--- src/rtl/univ_mod_counter.sv ---
// Up/down modulo-M counter with load, clear, enable,
// terminal ticks, registered wrap pulses and sticky flags.
module univ_mod_counter #(
  parameter int N = 8,
  parameter int M = 100
) (
  input  logic         clk,
  input  logic         reset,
  input  logic         syn_clr,
  input  logic         load,
  input  logic         en,
  input  logic         up,
  input  logic [N-1:0] d,
  input  logic         clr_flags,
  output logic [N-1:0] q,
  output logic         max_tick,
  output logic         min_tick,
  output logic         wrap_up,
  output logic         wrap_dn,
  output logic         ovf,
  output logic         unf
);

  localparam logic [N-1:0] MAX = N'(M - 1);
  localparam logic [N-1:0] ONE = N'(1);

  logic [N-1:0] q_q, q_d;
  logic         wu_q, wu_d;
  logic         wd_q, wd_d;
  logic         ovf_q, ovf_d;
  logic         unf_q, unf_d;

  always_comb begin
    q_d  = q_q;
    wu_d = 1'b0;
    wd_d = 1'b0;
    if (syn_clr) begin
      q_d = '0;
    end else if (load) begin
      // out-of-range loads clamp to the top of the count range
      q_d = (d > MAX) ? MAX : d;
    end else if (en && up) begin
      if (q_q == MAX) begin
        q_d  = '0;
        wu_d = 1'b1;
      end else begin
        q_d = q_q + ONE;
      end
    end else if (en) begin
      if (q_q == '0) begin
        q_d  = MAX;
        wd_d = 1'b1;
      end else begin
        q_d = q_q - ONE;
      end
    end
    ovf_d = wu_d | (ovf_q & ~clr_flags);
    unf_d = wd_d | (unf_q & ~clr_flags);
  end

  always_ff @(posedge clk) begin
    if (!reset) begin
      q_q   <= '0;
      wu_q  <= 1'b0;
      wd_q  <= 1'b0;
      ovf_q <= 1'b0;
      unf_q <= 1'b0;
    end else begin
      q_q   <= q_d;
      wu_q  <= wu_d;
      wd_q  <= wd_d;
      ovf_q <= ovf_d;
      unf_q <= unf_d;
    end
  end

  assign q        = q_q;
  assign max_tick = (q_q == MAX);
  assign min_tick = (q_q == '0);
  assign wrap_up  = wu_q;
  assign wrap_dn  = wd_q;
  assign ovf      = ovf_q;
  assign unf      = unf_q;

endmodule

--- config.mk ---
export PLATFORM = sky130hd
export DESIGN_NAME = univ_mod_counter
export DESIGN_NICKNAME = d
export VERILOG_FILES = /design/src/rtl/univ_mod_counter.sv
export SDC_FILE = /design/constraint.sdc
export NUM_CORES = 1
export LEC_CHECK = 0
export ABC_AREA = 1
export BUFFER_PORTS_ARGS = -buffer_cell sky130_fd_sc_hd__buf_2
export CORE_ASPECT_RATIO = 0.6
export CORE_UTILIZATION = 23
export DETAILED_ROUTE_END_ITERATION = 10
export SYNTH_ARGS = -nofsm -noshare
export SYNTH_HDL_FRONTEND = slang
export SYNTH_SLANG_ARGS = --single-unit
--- constraint.sdc ---
create_clock -name clk -period 1.88 [get_ports clk]
set_input_delay 0.094 -clock clk [delete_from_list [all_inputs] [get_ports clk]]
set_output_delay 0.094 -clock clk [all_outputs]
set_load 0.05 [all_outputs]
---- Word-level counts from Yosys, hierarchy flattened ----
Index checks and enable logic that the tools add are counted.
word-level totals
  register bits ........................... 12
  input port bits ......................... 15
  output and inout port bits .............. 14
  logic and storage cells ................. 34
cells by class
  add/sub/neg operators ................... 2
  magnitude comparators ................... 1
  equality and inequality tests ........... 1
  muxes and demuxes ....................... 15
  bitwise operators ....................... 6
  reductions and logical operators ........ 4
operator list
  operator                                            number
  2-to-1 mux 8 bit                                    6
  2-to-1 mux 1 bit                                    9
  adder 8 x 1 -> 8 bit, second input constant         1
  == test 8 x 7 -> 1 bit, second input constant       1
  > comparator 8 x 7 -> 1 bit, second input constant  1
  zero test 8 bit                                     1
  subtractor 8 x 1 -> 8 bit, second input constant    1
  nonzero test 3 bit                                  1
  AND 1 bit                                           2
  NOT 1 bit                                           2
  bitwise OR 1 bit                                    2
  OR reduction 2 bit                                  1
  logical AND 1 bit                                   1

---- Logic depth before layout (Yosys ltp) ----
Gate-level depths: netlist (run 1).
  depth in word-level cells ............... 7
  depth in mapped cells ................... 10
  gate-level depth less buffers ........... 10

---- Least setup slack after synthesis (run 1) ----
No wires, ideal clock.
  path type ............................... register to register
  start ................................... reg q_q[0] (netlist: q[0])
  end ..................................... reg q_q[2] (netlist: q[2])
  library setup time ...................... 0.114 ns
  data arrival time ....................... 1.958 ns
  required time ........................... 1.766 ns
  setup slack ............................. -0.192 ns
  stages on the path, launching flop included .. 9
  path buffers ............................ 0
  period minus slack after synthesis ...... 2.072 ns
  path through ............................ dfxtp_1 -> ha_1 -> nand3_1 -> nor2_2 -> nor2_1 -> nand3_1 -> nand2_1 -> a21oi_1 -> nor2_1
on the way
  elaborated cells on any way between the ends .. 9
  classes of those cells .................. add/sub (2); eq/ne (1); mux (5); reduce/logical (1)
RTL lines
  what                      RTL line  source
  start: declaration        27        logic [N-1:0] q_q, q_d;
  start signal: assignment  69        q_q <= q_d;
  == test 8 x 7 -> 1 bit    --
  net max_tick              16        output logic max_tick,
  2-to-1 mux 8 bit          43        if (q_q == MAX) begin
  2-to-1 mux 8 bit          42        end else if (en && up) begin
  2-to-1 mux 8 bit          39        end else if (load) begin
The timed path passes the listed nets, and every way through them passes these cells. The select of a mux whose other input is x is not followed.
A chain may end at the register's enable or synchronous reset.

---- Worst setup path in the final report (run 1) ----
  start ................................... reg q_q[0] (netlist: q[0])
  end ..................................... out min_tick
on the way
  longest elaborated chain between the ends .. 1
RTL lines
  what              RTL line  source
  zero test 8 bit   79        assign min_tick = (q_q == '0);
  end: declaration  17        output logic min_tick,
Every way passes these cells.

==> metrics, run 1 <==
status finished, final reports clean; max-cap check violation count 0; Req. time, crit path 1790 ps; # fillers 493; Root Buffer clkbuf_8; LEAKAGE 0.5992 nW; htree depth 1; Critical Path, Cell by Cell inv_1 > ha_1 > nand2_1 > nor2_8 > buf_2; worst rel slew slack 0.6376; number of top-level pins 29; post_cts resized 0; Netlist cell types 30; warnings from Yosys 0; largest net degree at the start of global routing 11; initial antenna violation count 0; total track usage 0.1365; Max Buffers Root-to-Sink 2; first-pass GRT wire length 4685 microns; standard-cell rows 18; Worst Reg-to-Reg Cells 10; 1st-iter DRT viols 93; die area 4741 sq um; CTS Buf Count 3; Async SR Flop Fraction 0; WS Path Type reg -> out; setup_tns 0 ps; layout cells sized above 1 0.2903; gpl congestion 0.8960; most frequent cells in the layout 43 x nand2_1, 28 x buf_2, 18 x nor2_1; setup violators final 0; Pwr per Cell Area 662.1 nW/um^2; final instance area 1270 sq um; DP HPWL 2408 microns; Tmin final 1645 ps; most common cell after layout, fill and taps aside nand2_1; Yosys reg bits 12; DR DRC count 0; fin crit share 0.8752; hold crit path type in -> reg; Remaining Overflow, GRT 0; Antenna Nets Post-Route 0; net count after synthesis 175; 1st-pass router iterations 4; number of flops mapped to enable cells by yosys 0; Final Hold Vio Count 0; Slew Limit Fails 0; RSZ-0062 raised after global routing false; placed cells 242; Worst-Skew Late Latency 250 ps; Clock transition at path regs 60 ps; Syn Area/Cell 6.535 sq um; core area 4189 sq um; Worst Hold Depth 2; CP max stage delay 350 ps; post-synthesis cell count 157; diode count 0; DR vias 1049; Slew @ Worst Pin 543.7 ps; register area share after synthesis 0.2341; Startpoint Class register; die width 88.23 microns; Setup Buffers After CTS 0; number of global-route vias before repair 895; hold buffer count at cts 0; Critical Path AT 1550 ps; Final Skew 0.9445 ps; vias per cell 4.264; Worst Path Max Fanout 6; slowest cell on the critical path dfxtp_2; PortBufs 28; endpoint type of the worst setup path output pin; placed cell area 1215 sq um; fmax 607.7 MHz; ys flop type dfxtp_1; fin nets 205; # clock sinks 12; WL final 2930 microns; Cell Count, Final, Fillers Out 246; area grow syn2layout 23.78%; Worst VDD drop 0.2146 mV; Die Ht 53.74 microns; initial core utilization 0.2449; CTS tree done; routed length per placed instance 11.91 microns; Post-Syn Area 1026 sq um
[through the flow]
stage,hold WS [ps],setup slack (ps),utilization,total power [W]
6_report,56.40,234.6,0.3032,0.0008409
3_3_place_gp,318.8,317.7,0.2900,0.0005509
5_1_grt,51.74,152.5,0.3032,0.0008909
4_1_cts,56.94,228.2,0.3032,0.0008457
2_1_floorplan,165.5,46.57,-,0.0004851
3_5_place_dp,320.4,342.5,0.2900,0.0005473
[logic make-up after synthesis]
| logic type | share of synthesized area |
|---|---|
| AND/OR/NAND/NOR | 0.4427 |
| AO/OA/AOI/OAI | 0.1598 |
| buffers and inverters | 0.1012 |
| flip-flops | 0.2341 |
| XOR/XNOR | 0.02561 |
| adder cells (fa/ha/maj) | 0.03659 |
[synth_stat cells, types with 2 or more instances]
cell,number,area (sq um)
nand2_1,43,161.4
nor2_1,18,67.56
inv_1,17,63.81
nand3_1,13,65.06
dfxtp_1,12,240.2
a21oi_1,8,40.04
a21oi_2,4,35.03
nor2_2,4,25.02
o21ai_0,4,20.02
buf_6,3,33.78
ha_1,3,37.54
nand2_2,3,18.77
nor2_4,3,33.78
o21ai_1,3,15.01
xor2_1,3,26.28
o21bai_1,2,15.01
[state kept, by name, summed over array words and instances, names as in the netlist]
| register | flops |
|---|---|
| q | 8 |
| ovf | 1 |
| unf | 1 |
| wrap_dn | 1 |
| wrap_up | 1 |
[routing by layer]
metal / track usage / up-vias / part of all wire
met5: 0 / - / 0
met4: 0.01613 / 0 / 0
met3: 0.04601 / 0 / 0.096
met2: 0.1628 / 45 / 0.32
met1: 0.2231 / 437 / 0.59
li1: - / 567 / -
[power by group]
group	switching (W)	internal, W	leakage [nW]
combinational	0.000178	0.0000840	0.472
clock	0.000112	0.000186	0.0288
sequential	0.0000177	0.000264	0.0983
[final timing paths]
path,startpoint,endpoint,slack (ps)
hold reg to reg,unf,unf,470
hold / removal,up,wrap_dn,60
setup reg to reg,q[0],q[6],310
setup / recovery,q[0],min_tick,230
[worst max-delay path: cells and delay by family (launching register included)]
kind | cells | cell delay [ps]
adders and majority gates | 1 | 190
DFF | 1 | 350
and+or+nand+nor | 2 | 320
buffers and inverters | 2 | 440
[area by class of cell]
class / count / area [sq um] / share of cell area
Sequential cell: 12 / 242.7 / 0.1911
Inverter: 18 / 70.07 / 0.05517
Timing Repair Buffer: 28 / 140.1 / 0.1103
Multi-Input combinational cell: 124 / 686.9 / 0.5409
Tap cell: 60 / 75.07 / 0.05911
Clock buffer: 4 / 55.05 / 0.04335
Note: power is estimated with default switching activity, not from simulation.
==> run 2: changes to the inputs <==
--- a/config.mk
+++ b/config.mk
@@ -10,6 +10,8 @@
 export CORE_ASPECT_RATIO = 0.6
 export CORE_UTILIZATION = 23
 export DETAILED_ROUTE_END_ITERATION = 10
+export MAX_ROUTING_LAYER = met4
+export PLACE_DENSITY = 0.46
 export SYNTH_ARGS = -nofsm -noshare
 export SYNTH_HDL_FRONTEND = slang
 export SYNTH_SLANG_ARGS = --single-unit
==> run 2 against run 1 <==
Die area stayed put. Critical path depth stayed put. Cell count is 0.81% higher. Core utilization is 0.36 points higher. Non-clock buffer count is 2 higher. Largest power group unchanged.
==> metrics, run 2 (synthesized netlist as in run 1, its figures left out) <==
initial core utilization 0.2449 (unchanged); layout cells sized above 1 0.2979 (was 0.2903); max-cap check violation count 0 (unchanged); gpl congestion 0.8603 (was 0.8960); # fillers 507 (was 493); Root Buffer clkbuf_8 (unchanged); status finished, final reports clean (unchanged); Slew @ Worst Pin 544.3 ps (was 543.7 ps); Antenna Nets Post-Route 0 (unchanged); DR vias 1089 (was 1049); die area 4741 sq um (unchanged); WS Path Type reg -> out (unchanged); Final Worst Setup Slack 254.8 ps (was 234.6 ps); diode count 0 (unchanged); DP HPWL 2498 microns (was 2408 microns); Die Ht 53.74 microns (unchanged); placed cell area 1230 sq um (was 1215 sq um); Pwr per Cell Area 652.3 nW/um^2 (was 662.1 nW/um^2); final instance area 1285 sq um (was 1270 sq um); slowest cell on the critical path dfxtp_2 (unchanged); Largest register FFs 8 (unchanged); Place WS 376.4 ps (was 342.5 ps); Slew Limit Fails 0 (unchanged); CP max stage delay 350 ps (about the same); CTS tree done (unchanged); Setup Buffers After CTS 0 (unchanged); final core occ 0.3068 (was 0.3032); Remaining Overflow, GRT 0 (unchanged); fin nets 207 (was 205); Final Skew 1.957 ps (was 0.9445 ps); post_cts resized 0 (unchanged); setup violators final 0 (unchanged); first-pass GRT wire length 4940 microns (was 4685 microns); endpoint type of the worst setup path output pin (unchanged); vias per cell 4.391 (was 4.264); PortBufs 28 (unchanged); Worst-Skew Late Latency 240 ps (was 250 ps); LEAKAGE 0.6099 nW (was 0.5992 nW); most common cell after layout, fill and taps aside nand2_1 (unchanged); worst rel slew slack 0.6372 (was 0.6376); Final Hold Vio Count 0 (unchanged); Max Buffers Root-to-Sink 2 (unchanged); WL final 2968 microns (was 2930 microns); 1st-iter DRT viols 129 (was 93); area grow syn2layout 25.24% (was 23.78%); sequential cell area 242.7 sq um (unchanged); CTS Buf Count 3 (unchanged); hold crit path type in -> reg (unchanged); fin crit share 0.8645 (was 0.8752); htree depth 1 (unchanged); setup_tns 0 ps (unchanged); Worst VDD drop 0.2745 mV (was 0.2146 mV); Critical Path AT 1530 ps (was 1550 ps); Req. time, crit path 1790 ps (about the same); Tmin final 1625 ps (was 1645 ps); # clock sinks 12 (unchanged); number of top-level pins 29 (unchanged); Worst Path Max Fanout 6 (unchanged); Multi-input gate area 686.9 sq um (unchanged); Startpoint Class register (unchanged); total track usage 0.1471 (was 0.1365); 1st-pass router iterations 4 (unchanged); core area 4189 sq um (unchanged); routed length per placed instance 11.97 microns (was 11.91 microns); largest net degree at the start of global routing 11 (unchanged); RSZ-0062 raised after global routing false (unchanged); most frequent cells in the layout 43 x nand2_1, 28 x buf_2, 18 x nor2_1 (unchanged); Min Hold Slack 60.87 ps (was 56.40 ps); initial antenna violation count 0 (unchanged); Critical Path, Cell by Cell inv_1 > ha_1 > nand2_1 > nor2_8 > buf_2 (unchanged); standard-cell rows 18 (unchanged); die width 88.23 microns (unchanged); hold buffer count at cts 0 (unchanged); fmax 615.3 MHz (was 607.7 MHz); Clock transition at path regs 50 ps (was 60 ps); number of global-route vias before repair 987 (was 895); DR DRC count 0 (unchanged)
[run 2: final cells by class]
class / instances / area share
tap: 60 / 0.05842
timing repair buffer: 30 / 0.1207
clock buffer: 4 / 0.04284
inverter: 18 / 0.05453
sequential: 12 / 0.1889
multi-input combinational: 124 / 0.5346
[run 2: critical path: cells and delay by family, from the launching register on]
| family | cells | cell delay (ps) |
|---|---|---|
| and+or+nand+nor | 2 | 320 |
| adders and majority gates | 1 | 180 |
| buffers and inverters | 2 | 430 |
| DFF | 1 | 350 |
[run 2: path summary, 6_finish.rpt]
check | start | endpoint | slack [ps] | cells past startpoint
setup / recovery | q[0] | min_tick | 250 | 5
setup reg to reg | q[0] | q[4] | 340 | 10
hold reg to reg | unf | unf | 460 | 2
hold / removal | up | wrap_dn | 60 | 2
[run 2: per-stage QoR]
step / total power (W) / cells
after CTS: 0.0008423 / 248
after detailed placement: 0.0005542 / 244
after floorplan: 0.0004851 / 157
after global placement: 0.0005579 / 244
after global routing: 0.0008943 / 248
final: 0.0008382 / 248
[run 2: where the power goes]
group / internal [W] / switching [W] / leakage [nW]
Sequential: 0.000264 / 0.0000173 / 0.0983
Clock: 0.000185 / 0.000104 / 0.0288
Combinational: 0.0000862 / 0.000181 / 0.483
Total: 0.000535 / 0.000303 / 0.610
[run 2: layer usage]
metal	routed length, microns	global-route usage	share of wire
met5	0	-	0
met4	8	0.01613	0.0027
met3	226	0.05215	0.076
met2	1036	0.1821	0.35
met1	1697	0.2229	0.57
